--- src/rtl/pipeline_ctrl.sv ---
// pipeline_ctrl: hazard and sequencing controller for the cotm32 five-stage pipeline.
// Converts trap/mret, LSU wait, branch, load-use and WFI conditions into per-register
// stall/flush strobes, a PC stall and a redirect request.
// Optional stall-cycle performance counter: define COTM32_PIPE_PERF_CNT_EN.
module pipeline_ctrl #(
  parameter int unsigned MEM_TIMEOUT = 32'd255
) (
  input  logic        i_clk,
  input  logic        i_rst_n,
  input  logic [4:0]  i_id_rs1,
  input  logic [4:0]  i_id_rs2,
  input  logic        i_id_uses_rs1,
  input  logic        i_id_uses_rs2,
  input  logic        i_ex_valid,
  input  logic        i_ex_is_load,
  input  logic [4:0]  i_ex_rd,
  input  logic        i_ex_branch_taken,
  input  logic        i_mem_valid,
  input  logic        i_mem_lsu_busy,
  input  logic        i_mem_trap,
  input  logic        i_mem_mret,
  input  logic        i_mem_wfi_req,
  input  logic        i_irq_pending,
  output logic        o_stall_ifid,
  output logic        o_stall_idex,
  output logic        o_stall_exmem,
  output logic        o_stall_memwb,
  output logic        o_flush_ifid,
  output logic        o_flush_idex,
  output logic        o_flush_exmem,
  output logic        o_flush_memwb,
  output logic        o_pc_stall,
  output logic        o_redirect,
  output logic        o_mem_timeout,
  output logic        o_sleeping
`ifdef COTM32_PIPE_PERF_CNT_EN
  ,
  output logic [31:0] o_stall_cycles
`endif
);

  localparam int unsigned CNT_W  = 16;
  localparam int unsigned PERF_W = 32;
  // Counter value seen on the last allowed busy cycle (first busy cycle sees 0).
  localparam logic [CNT_W-1:0] TO_LAST = CNT_W'(MEM_TIMEOUT - 32'd1);

  typedef enum logic [1:0] {
    RUN      = 2'd0,
    MEM_WAIT = 2'd1,
    REDIRECT = 2'd2,
    SLEEP    = 2'd3
  } state_e;

  state_e           state_q, state_d;
  logic [CNT_W-1:0] cnt_q, cnt_d;
  logic             sleeping_q;

  logic trap_ev, mem_wait, lu_hit, wfi_sleep;
  logic stall_ifid_d, stall_idex_d, stall_exmem_d, stall_memwb_d;
  logic flush_ifid_d, flush_idex_d, flush_exmem_d, flush_memwb_d;
  logic pc_stall_d, redirect_d, timeout_d;

  // Event qualification from the pipeline status inputs.
  always_comb begin
    trap_ev   = i_mem_valid & (i_mem_trap | i_mem_mret);
    mem_wait  = i_mem_valid & i_mem_lsu_busy;
    lu_hit    = i_ex_valid & i_ex_is_load & (i_ex_rd != 5'd0) &
                ((i_id_uses_rs1 & (i_id_rs1 == i_ex_rd)) |
                 (i_id_uses_rs2 & (i_id_rs2 == i_ex_rd)));
    wfi_sleep = i_mem_valid & i_mem_wfi_req & ~i_irq_pending;
  end

  // Next-state, timeout counter and raw strobe decode, in event priority order.
  always_comb begin
    state_d       = state_q;
    cnt_d         = '0;
    stall_ifid_d  = 1'b0;
    stall_idex_d  = 1'b0;
    stall_exmem_d = 1'b0;
    stall_memwb_d = 1'b0;
    flush_ifid_d  = 1'b0;
    flush_idex_d  = 1'b0;
    flush_exmem_d = 1'b0;
    flush_memwb_d = 1'b0;
    pc_stall_d    = 1'b0;
    redirect_d    = 1'b0;
    timeout_d     = 1'b0;

    if (state_q == SLEEP) begin
      // Frozen pipeline; only an interrupt wakes the core.
      stall_ifid_d  = 1'b1;
      stall_idex_d  = 1'b1;
      stall_exmem_d = 1'b1;
      stall_memwb_d = 1'b1;
      pc_stall_d    = 1'b1;
      state_d       = i_irq_pending ? RUN : SLEEP;
    end else begin
      state_d = RUN;
      // Fetch lags the redirect by one cycle, so its first slot is dropped too.
      if (state_q == REDIRECT) begin
        flush_ifid_d = 1'b1;
      end

      if (trap_ev) begin
        redirect_d    = 1'b1;
        flush_ifid_d  = 1'b1;
        flush_idex_d  = 1'b1;
        flush_exmem_d = 1'b1;
        state_d       = REDIRECT;
      end else if (mem_wait) begin
        pc_stall_d    = 1'b1;
        stall_ifid_d  = 1'b1;
        stall_idex_d  = 1'b1;
        stall_exmem_d = 1'b1;
        flush_memwb_d = 1'b1;
        if (cnt_q == TO_LAST) begin
          timeout_d = 1'b1;
          cnt_d     = '0;
          state_d   = RUN;
        end else begin
          cnt_d   = cnt_q + CNT_W'(1);
          state_d = MEM_WAIT;
        end
      end else begin
        if (i_ex_branch_taken) begin
          redirect_d   = 1'b1;
          flush_ifid_d = 1'b1;
          flush_idex_d = 1'b1;
        end else if (lu_hit) begin
          pc_stall_d   = 1'b1;
          stall_ifid_d = 1'b1;
          flush_idex_d = 1'b1;
        end
        if (wfi_sleep) begin
          state_d = SLEEP;
        end
      end
    end
  end

  // Outputs: flush beats stall per register; everything held low while in reset.
  assign o_flush_ifid  = i_rst_n & flush_ifid_d;
  assign o_flush_idex  = i_rst_n & flush_idex_d;
  assign o_flush_exmem = i_rst_n & flush_exmem_d;
  assign o_flush_memwb = i_rst_n & flush_memwb_d;
  assign o_stall_ifid  = i_rst_n & stall_ifid_d  & ~flush_ifid_d;
  assign o_stall_idex  = i_rst_n & stall_idex_d  & ~flush_idex_d;
  assign o_stall_exmem = i_rst_n & stall_exmem_d & ~flush_exmem_d;
  assign o_stall_memwb = i_rst_n & stall_memwb_d & ~flush_memwb_d;
  assign o_pc_stall    = i_rst_n & pc_stall_d;
  assign o_redirect    = i_rst_n & redirect_d;
  assign o_mem_timeout = i_rst_n & timeout_d;
  assign o_sleeping    = sleeping_q;

  // Controller state, LSU-wait counter and registered sleep flag.
  always_ff @(posedge i_clk or negedge i_rst_n) begin
    if (!i_rst_n) begin
      state_q    <= RUN;
      cnt_q      <= '0;
      sleeping_q <= 1'b0;
    end else begin
      state_q    <= state_d;
      cnt_q      <= cnt_d;
      sleeping_q <= (state_d == SLEEP);
    end
  end

`ifdef COTM32_PIPE_PERF_CNT_EN
  logic [PERF_W-1:0] stall_cycles_q;

  // Count every PC-stall cycle, sleep included; wraps naturally.
  always_ff @(posedge i_clk or negedge i_rst_n) begin
    if (!i_rst_n) begin
      stall_cycles_q <= '0;
    end else if (pc_stall_d) begin
      stall_cycles_q <= stall_cycles_q + PERF_W'(1);
    end
  end

  assign o_stall_cycles = stall_cycles_q;
`endif

endmodule
--- config.mk ---
export PLATFORM = sky130hd
export DESIGN_NAME = pipeline_ctrl
export DESIGN_NICKNAME = d
export VERILOG_FILES = /design/src/rtl/pipeline_ctrl.sv
export SDC_FILE = /design/constraint.sdc
export NUM_CORES = 1
export LEC_CHECK = 0
export ABC_AREA = 1
export BUFFER_PORTS_ARGS = -buffer_cell sky130_fd_sc_hd__buf_2
export CORE_UTILIZATION = 46
export DETAILED_ROUTE_END_ITERATION = 6
export PLACE_DENSITY = 0.75
export SLEW_MARGIN = 20
export SYNTH_ARGS = -nofsm -noshare
export SYNTH_HDL_FRONTEND = slang
export SYNTH_SLANG_ARGS = --single-unit
--- constraint.sdc ---
create_clock -name i_clk -period 1.3 [get_ports i_clk]
set_clock_uncertainty 0.05 [all_clocks]
set_input_delay 0.065 -clock i_clk [delete_from_list [all_inputs] [get_ports i_clk]]
set_output_delay 0.065 -clock i_clk [all_outputs]
set_load 0.05 [all_outputs]
==> load_flow_metrics.sql, run 1 <==
INSERT INTO impl_metrics (metric_group, metric, value, unit) VALUES
('die', 'std_cell_rows', '19', ''),
('timing', 'setup_viol_count_final', '28', ''),
('synth', 'postSynthAreaPerCell', '6.55', 'µm²'),
('route', 'drt-total-wl', '5.61', 'mm'),
('synth', 'synthesized_area_fraction_occupied_by_ao_oa_aoi_and_oai_cells', '4.52', '%'),
('setup_path', 'worst_ep_required_time', '1.19', 'ns'),
('die', 'die_x', '56.3', 'µm'),
('die', 'core-area', '2780', 'µm²'),
('timing', 'setup_ws', '-0.544', 'ns'),
('clock_network', 'clkLatencyLatePin', '0.30', 'ns'),
('clock_network', 'worst_setup_hold_path_clk_slew', '0.10', 'ns'),
('clock_network', 'cts.sink_count', '19', ''),
('setup_path', 'sort_of_element_at_the_end_of_the_critical_path', 'primary output', ''),
('global_routing', 'grt_first_pass_wirelength', '6.49', 'mm'),
('setup_path', 'worst-endpoint-arrival', '1.73', 'ns'),
('setup_path', 'setup.worst_path.class', 'reg -> out', ''),
('place', 'routabilityCongestion', '0.837', ''),
('place', 'detailedPlacementHpwl', '2.63', 'mm'),
('layout', 'final_core_utilization', '84.8', '%'),
('timing', 'slew_limit_headroom', '39.4', '%'),
('global_routing', 'number_of_antenna_violations_at_the_first_check_in_global_routing', '0', ''),
('synth', 'postSynthNetCount', '237', ''),
('clock_network', 'cts_inserted_buffers', '3', ''),
('synth', 'synth_fa_ha_area_share', '1.85', '%'),
('setup_path', 'r2r_start', 'cnt_q[13]', ''),
('global_routing', 'pin_count_of_the_biggest_net_entering_global_routing', '20', ''),
('clock_network', 'cts_root_buf', 'sky130_fd_sc_hd__clkbuf_4', ''),
('layout', 'insertedDiodeCount', '0', ''),
('synth', 'post_synth_inst_count', '207', ''),
('die', 'design.die.area', '3170', 'µm²'),
('power', 'pwr-share-seq', '41.3', '%'),
('setup_path', 'endpoint_of_the_lowest_slack_register_to_register_path', 'state_q[0]', ''),
('route', 'detailroute.via_count', '1847', ''),
('synth', 'synthesis.area', '1360', 'µm²'),
('route', 'dr.pass1.iters', '4', ''),
('timing', 'fin_crit', '1.84', 'ns'),
('route', 'drtIter0Drc', '144', ''),
('setup_path', 'setup.reg_to_reg.worst_slack', '-0.39', 'ns'),
('setup_path', 'logic_depth_of_the_worst_register_to_register_path', '6', ''),
('synth', 'synthSimpleGateAreaFrac', '44.2', '%'),
('run', 'max-cap-violations', '0', ''),
('layout', 'nNetsFinal', '329', ''),
('layout', 'final_cell_mix', 'sky130_fd_sc_hd__nand2_1, sky130_fd_sc_hd__buf_4, sky130_fd_sc_hd__inv_1, sky130_fd_sc_hd__buf_2, sky130_fd_sc_hd__nor2_1', ''),
('synth', 'yosys-mux-area-fraction', '0', '%'),
('die', 'io_pins', '40', ''),
('run_status', 'outcome', 'finished with violations', ''),
('power', 'cellInternalPower', '944', 'µW'),
('setup_path', 'crit_path_start_kind', 'register', ''),
('route', 'avgRoutedWirePerCell', '17.0', 'µm'),
('timing', 'timing.final.crit_share', '142', '%'),
('global_routing', 'grt_pass1_vias', '1597', ''),
('power', 'cellLeakagePower', '0.00118', 'µW'),
('timing', 'slew_violations', '0', ''),
('place', 'numPlacedInstances', '313', ''),
('min_path', 'holdPathStages', '3', ''),
('route', 'routed_via_density', '5.61', ''),
('min_path', 'hold_path_class', 'in -> reg', ''),
('global_routing', 'gr-total-overflow', '0', ''),
('power', 'total_power', '1480', 'µW'),
('setup_path', 'cp_max_fo', '2', ''),
('synth', 'ys_types', '24', ''),
('power', 'power.share.clock', '20.5', '%'),
('timing', 'hold_violations', '0', ''),
('timing', 'rsz0062_at_grt', 'true', ''),
('clock_network', 'clock_tree_from_tritoncts', 'built', ''),
('power', 'swShare', '36.1', '%'),
('global_routing', 'grt_util_all_layers', '26.3', '%'),
('synth', 'synth-seq-area-share', '35.1', '%'),
('timing', 'fin_tns_setup', '-7.38', 'ns'),
('synth', 'ys_ff_latch', '19', ''),
('run_status', 'failing_checks', 'negative setup slack', '');
==> power by group through the flow <==
stage | Sequential, µW | Combinational (µW) | Clock, µW
finish | 611 | 564 | 303
global route | 612 | 588 | 332
CTS | 609 | 445 | 314
detailed placement | 621 | 378 | 0
global placement | 620 | 371 | 0
floorplan | 629 | 222 | 0
==> what timing repair did <==
action	in CTS	in global routing
gates cloned	0	1
resized for setup	41	43
setup endpoints to repair	27	28
pin swaps	6	12
hold buffers	2	0
endpoints found under the hold margin	20	0
buffers inserted	3	7
==> registers in the layout (all words and copies together), names as in the netlist <==
| register | cells |
|---|---|
| cnt_q | 16 |
| o_sleeping | 1 |
| state_q | 2 |
==> kinds of logic (layout without fill, tap and decap cells) <==
group / after synthesis / count (layout)
and+or+nand+nor: 132 / 132
AOI/OAI and AO/OA: 11 / 11
xor gates and xnor gates: 6 / 6
adders and majority gates: 2 / 2
DFF: 19 / 19
buffers and inverters: 37 / 128
==> metrics by stage <==
| step | hold WS, ns | worst slack [ns] | cell area, µm² |
|---|---|---|---|
| 2_1_floorplan | -0.281 | -0.113 | 1420 |
| 3_3_place_gp | 0.00346 | -0.187 | 1930 |
| 3_5_place_dp | 0.00388 | -0.196 | 1930 |
| 4_1_cts | 0.0325 | -0.457 | 2130 |
| 5_1_grt | 0.0660 | -0.636 | 2360 |
| 6_report | 0.0799 | -0.544 | 2360 |
==> worst max path at each step <==
stage          startpoint            end  cells after the start
3_3_place_gp     cnt_q[0]  o_mem_timeout                      8
6_report        cnt_q[13]  o_mem_timeout                      5
4_1_cts          cnt_q[0]  o_mem_timeout                      8
3_5_place_dp     cnt_q[0]  o_mem_timeout                      8
2_1_floorplan    cnt_q[0]  o_mem_timeout                      6
5_1_grt          cnt_q[0]  o_mem_timeout                      8
==> synth_stat cells <==
master                     n  share of area, %
sky130_fd_sc_hd__nor3_2    2               1.5
sky130_fd_sc_hd__xor2_1    3               1.9
sky130_fd_sc_hd__o22ai_1   1              0.46
sky130_fd_sc_hd__a31oi_1   1              0.46
sky130_fd_sc_hd__nor2_4    3               2.5
sky130_fd_sc_hd__o21ai_2   1              0.65
sky130_fd_sc_hd__nor2_1   40                11
sky130_fd_sc_hd__o21ai_1   1              0.37
sky130_fd_sc_hd__inv_1    35               9.7
sky130_fd_sc_hd__buf_4     1              0.55
sky130_fd_sc_hd__inv_2     1              0.28
sky130_fd_sc_hd__dfrtp_1  19                35
sky130_fd_sc_hd__xnor2_1   3               1.9
sky130_fd_sc_hd__nand3_2   2               1.5
sky130_fd_sc_hd__nand4_1   7               3.2
sky130_fd_sc_hd__nor2_2    3               1.4
sky130_fd_sc_hd__or2_1     1              0.46
sky130_fd_sc_hd__o21ai_0   3               1.1
sky130_fd_sc_hd__nand2_2   4               1.8
sky130_fd_sc_hd__nand3_1   8               3.0
sky130_fd_sc_hd__ha_1      2               1.8
sky130_fd_sc_hd__nand2_1  55                15
sky130_fd_sc_hd__a21oi_1   4               1.5
sky130_fd_sc_hd__nor3_1    7               2.6
==> cell type report <==
cell class	count	area (µm²)
tap	31	38.8
multi-input combinational	151	978
fill	136	422
timing repair buffer	88	692
inverter	36	149
clock buffer	4	26.3
sequential	19	475
==> routing by layer <==
| layer | share of wire (%) | vias to the layer above | GRT usage, % |
|---|---|---|---|
| li1 | - | 823 | - |
| met1 | 33 | 838 | 28.8 |
| met2 | 49 | 127 | 51.0 |
| met3 | 8.0 | 59 | 2.76 |
| met4 | 9.2 | 0 | 10.8 |
| met5 | 0 | - | 0 |
==> worst max-delay path: stages, from the launching register on <==
cell and delay [ns]:
sky130_fd_sc_hd__dfrtp_1 0.40, sky130_fd_sc_hd__nor3_1 0.31, sky130_fd_sc_hd__nand4_1 0.23, sky130_fd_sc_hd__buf_4 0.20, sky130_fd_sc_hd__nor3_4 0.11, sky130_fd_sc_hd__buf_6 0.18
(Power assumes the default switching activity.)
==> run 2: changes to the inputs <==
Settings changed: CTS_BUF_LIST from default to sky130_fd_sc_hd__clkbuf_16, SETUP_SLACK_MARGIN from default to 0.1.
==> load_flow_metrics.sql, run 2 (synthesized netlist as in run 1, its figures left out) <==
INSERT INTO impl_metrics (metric_group, metric, value, unit) VALUES
('run_status', 'outcome', 'finished with violations', ''),
('run_status', 'failing_checks', 'negative setup slack', ''),
('place', 'numPlacedInstances', '311', ''),
('setup_path', 'crit_path_start_kind', 'register', ''),
('timing', 'fin_crit', '1.69', 'ns'),
('layout', 'nFillCells', '150', ''),
('timing', 'tightest_slew', '0.849', 'ns'),
('die', 'core-area', '2780', 'µm²'),
('layout', 'fraction_of_layout_instances_using_a_drive_strength_above_1', '45.2', '%'),
('timing', 'slew_violations', '0', ''),
('min_path', 'hp-start', 'i_irq_pending', ''),
('layout', 'regMostFlops', 'cnt_q', ''),
('route', 'dr.pass1.iters', '5', ''),
('route', 'drt-total-wl', '4.88', 'mm'),
('layout', 'final_cell_mix', 'sky130_fd_sc_hd__nand2_1, sky130_fd_sc_hd__buf_4, sky130_fd_sc_hd__inv_1, sky130_fd_sc_hd__nor2_1, sky130_fd_sc_hd__buf_2', ''),
('timing', 'setup_ws', '-0.394', 'ns'),
('setup_path', 'sort_of_element_at_the_end_of_the_critical_path', 'primary output', ''),
('timing', 'hold_violations', '0', ''),
('setup_path', 'setup.worst_path.class', 'reg -> out', ''),
('die', 'initial_utilization', '48.8', '%'),
('setup_path', 'setup.reg_to_reg.worst_slack', '-0.25', 'ns'),
('min_path', 'holdPathStages', '2', ''),
('place', 'port-buffer-count', '39', ''),
('die', 'floorplan.die.height', '56.3', 'µm'),
('route', 'final_antenna_net_count', '0', ''),
('clock_network', 'clock_tree_from_tritoncts', 'built', ''),
('layout', 'layout-area-overhead-vs-synth', '69.6', '%'),
('global_routing', 'gr-total-overflow', '0', ''),
('layout', 'insertedDiodeCount', '0', ''),
('clock_network', 'cts.sink_count', '19', ''),
('setup_path', 'worst_ep_required_time', '1.19', 'ns'),
('clock_network', 'ctsHtreeMaxLevel', '1', ''),
('global_routing', 'pin_count_of_the_biggest_net_entering_global_routing', '20', ''),
('global_routing', 'grt_first_pass_wirelength', '7.22', 'mm'),
('timing', 'rsz0062_at_grt', 'true', ''),
('min_path', 'holdPathEnd', 'o_sleeping', ''),
('timing', 'finalHoldWorstSlack', '0.0308', 'ns'),
('global_routing', 'number_of_antenna_violations_at_the_first_check_in_global_routing', '0', ''),
('power', 'peak_supply_drop', '0.000756', 'V'),
('layout', 'flip_flop_count_of_the_largest_register_all_copies_and_words_added', '16', ''),
('layout', 'nNetsFinal', '323', ''),
('die', 'io_pins', '40', ''),
('die', 'std_cell_rows', '19', ''),
('setup_path', 'logic_depth_of_the_worst_register_to_register_path', '9', ''),
('route', 'drc_errors', '0', ''),
('timing', 'timing.final.crit_share', '130', '%'),
('setup_path', 'endpoint_of_the_lowest_slack_register_to_register_path', 'state_q[0]', ''),
('route', 'routed_via_density', '5.32', ''),
('power', 'cellLeakagePower', '0.00119', 'µW'),
('route', 'drtIter0Drc', '110', ''),
('timing', 'setup_viol_count_final', '27', ''),
('setup_path', 'crit_slowest_cell', 'sky130_fd_sc_hd__dfrtp_1', ''),
('power', 'power.density', '768', 'nW/µm²'),
('layout', 'final_common_cell', 'sky130_fd_sc_hd__nand2_1', ''),
('die', 'die_x', '56.3', 'µm'),
('layout', 'final-seq-area', '475', 'µm²'),
('setup_path', 'r2r_start', 'cnt_q[0]', ''),
('clock_network', 'cts_inserted_buffers', '3', ''),
('run', 'max-cap-violations', '0', ''),
('die', 'design.die.area', '3170', 'µm²'),
('place', 'detailedPlacementHpwl', '2.71', 'mm'),
('min_path', 'hold_path_class', 'in -> reg', ''),
('route', 'detailroute.via_count', '1718', ''),
('layout', 'multi_input_comb_area', '927', 'µm²'),
('timing', 'slew_limit_headroom', '43.4', '%'),
('global_routing', 'grt_util_all_layers', '29.3', '%'),
('timing', 'achievable-frequency', '0.590', 'GHz'),
('setup_path', 'critical_path.startpoint', 'cnt_q[0]', ''),
('clock_network', 'ctsLongestPathBuffers', '2', ''),
('place', 'post-place-ws', '-0.185', 'ns'),
('clock_network', 'clkLatencyLatePin', '0.25', 'ns'),
('clock_network', 'worst_setup_hold_path_clk_slew', '0.05', 'ns'),
('layout', 'finish.cell_count_without_fillers', '323', ''),
('place', 'routabilityCongestion', '0.914', ''),
('setup_path', 'worst-endpoint-arrival', '1.58', 'ns'),
('global_routing', 'grt_pass1_vias', '1692', ''),
('setup_path', 'path_cells', 'inv_1 -> ha_1 -> nand2_1 -> nor2_1 -> nand4_1 -> buf_4 -> nor3_4 -> buf_6', ''),
('setup_path', 'cp_max_fo', '2', ''),
('setup_path', 'critPathMaxStageDelay', '0.38', 'ns'),
('clock_network', 'cts_root_buf', 'sky130_fd_sc_hd__clkbuf_16', ''),
('route', 'avgRoutedWirePerCell', '15.1', 'µm'),
('layout', 'final_core_utilization', '82.7', '%');
==> run 2: report_power, final <==
group / total (µW) / switching [µW] / internal (µW) / leakage (µW)
Combinational: 524 / 319 / 205 / 0.000885
Sequential: 612 / 8.30 / 604 / 0.000261
Clock: 630 / 220 / 410 / 0.0000423
Total: 1770 / 548 / 1220 / 0.00119
==> run 2: how the worst max path moves through the flow <==
stage                          to  slack, ns
global placement    o_mem_timeout      -0.15
detailed placement  o_mem_timeout      -0.19
floorplan           o_mem_timeout      -0.11
CTS                 o_mem_timeout      -0.39
global route        o_mem_timeout      -0.53
finish              o_mem_timeout      -0.39
==> run 2: layer usage <==
layer	up-vias	global-route usage (%)	share of wire, %
met5	-	0	0
met4	0	16.0	7.0
met3	33	4.15	6.5
met2	85	55.1	52
met1	791	31.0	35
li1	809	-	-
==> run 2: area by class of cell <==
type                    count  share of cell area [%]
inverters                  36                    6.58
clock buffers               3                    3.26
repair buffers             82                    27.4
clock inverters             1                   0.163
multi-input cells         151                    40.3
flip-flops and latches     19                    20.7
well taps                  31                    1.69
==> run 2: worst max-delay path: cells and delay by family, from the launching register on <==
| kind | cells | cell delay, ns |
|---|---|---|
| adders and majority gates | 1 | 0.13 |
| buffers and inverters | 3 | 0.42 |
| DFF | 1 | 0.38 |
| and+or+nand+nor | 4 | 0.40 |
==> run 2: what timing repair did <==
action | in CTS | in global routing
buffers inserted | 4 | 5
hold endpoints to repair | 19 | 0
pin swaps | 4 | 12
setup endpoints to repair | 28 | 47
hold buffers | 1 | 0
resized for setup | 47 | 20
==> run 2: stage by stage <==
step	power (µW)	setup TNS [ns]	cell area, µm²
floorplan	859	-1.10	1440
global placement	996	-0.876	1930
detailed placement	1000	-1.69	1930
CTS	1710	-3.63	2200
global route	1830	-7.62	2300
finish	1770	-4.89	2300
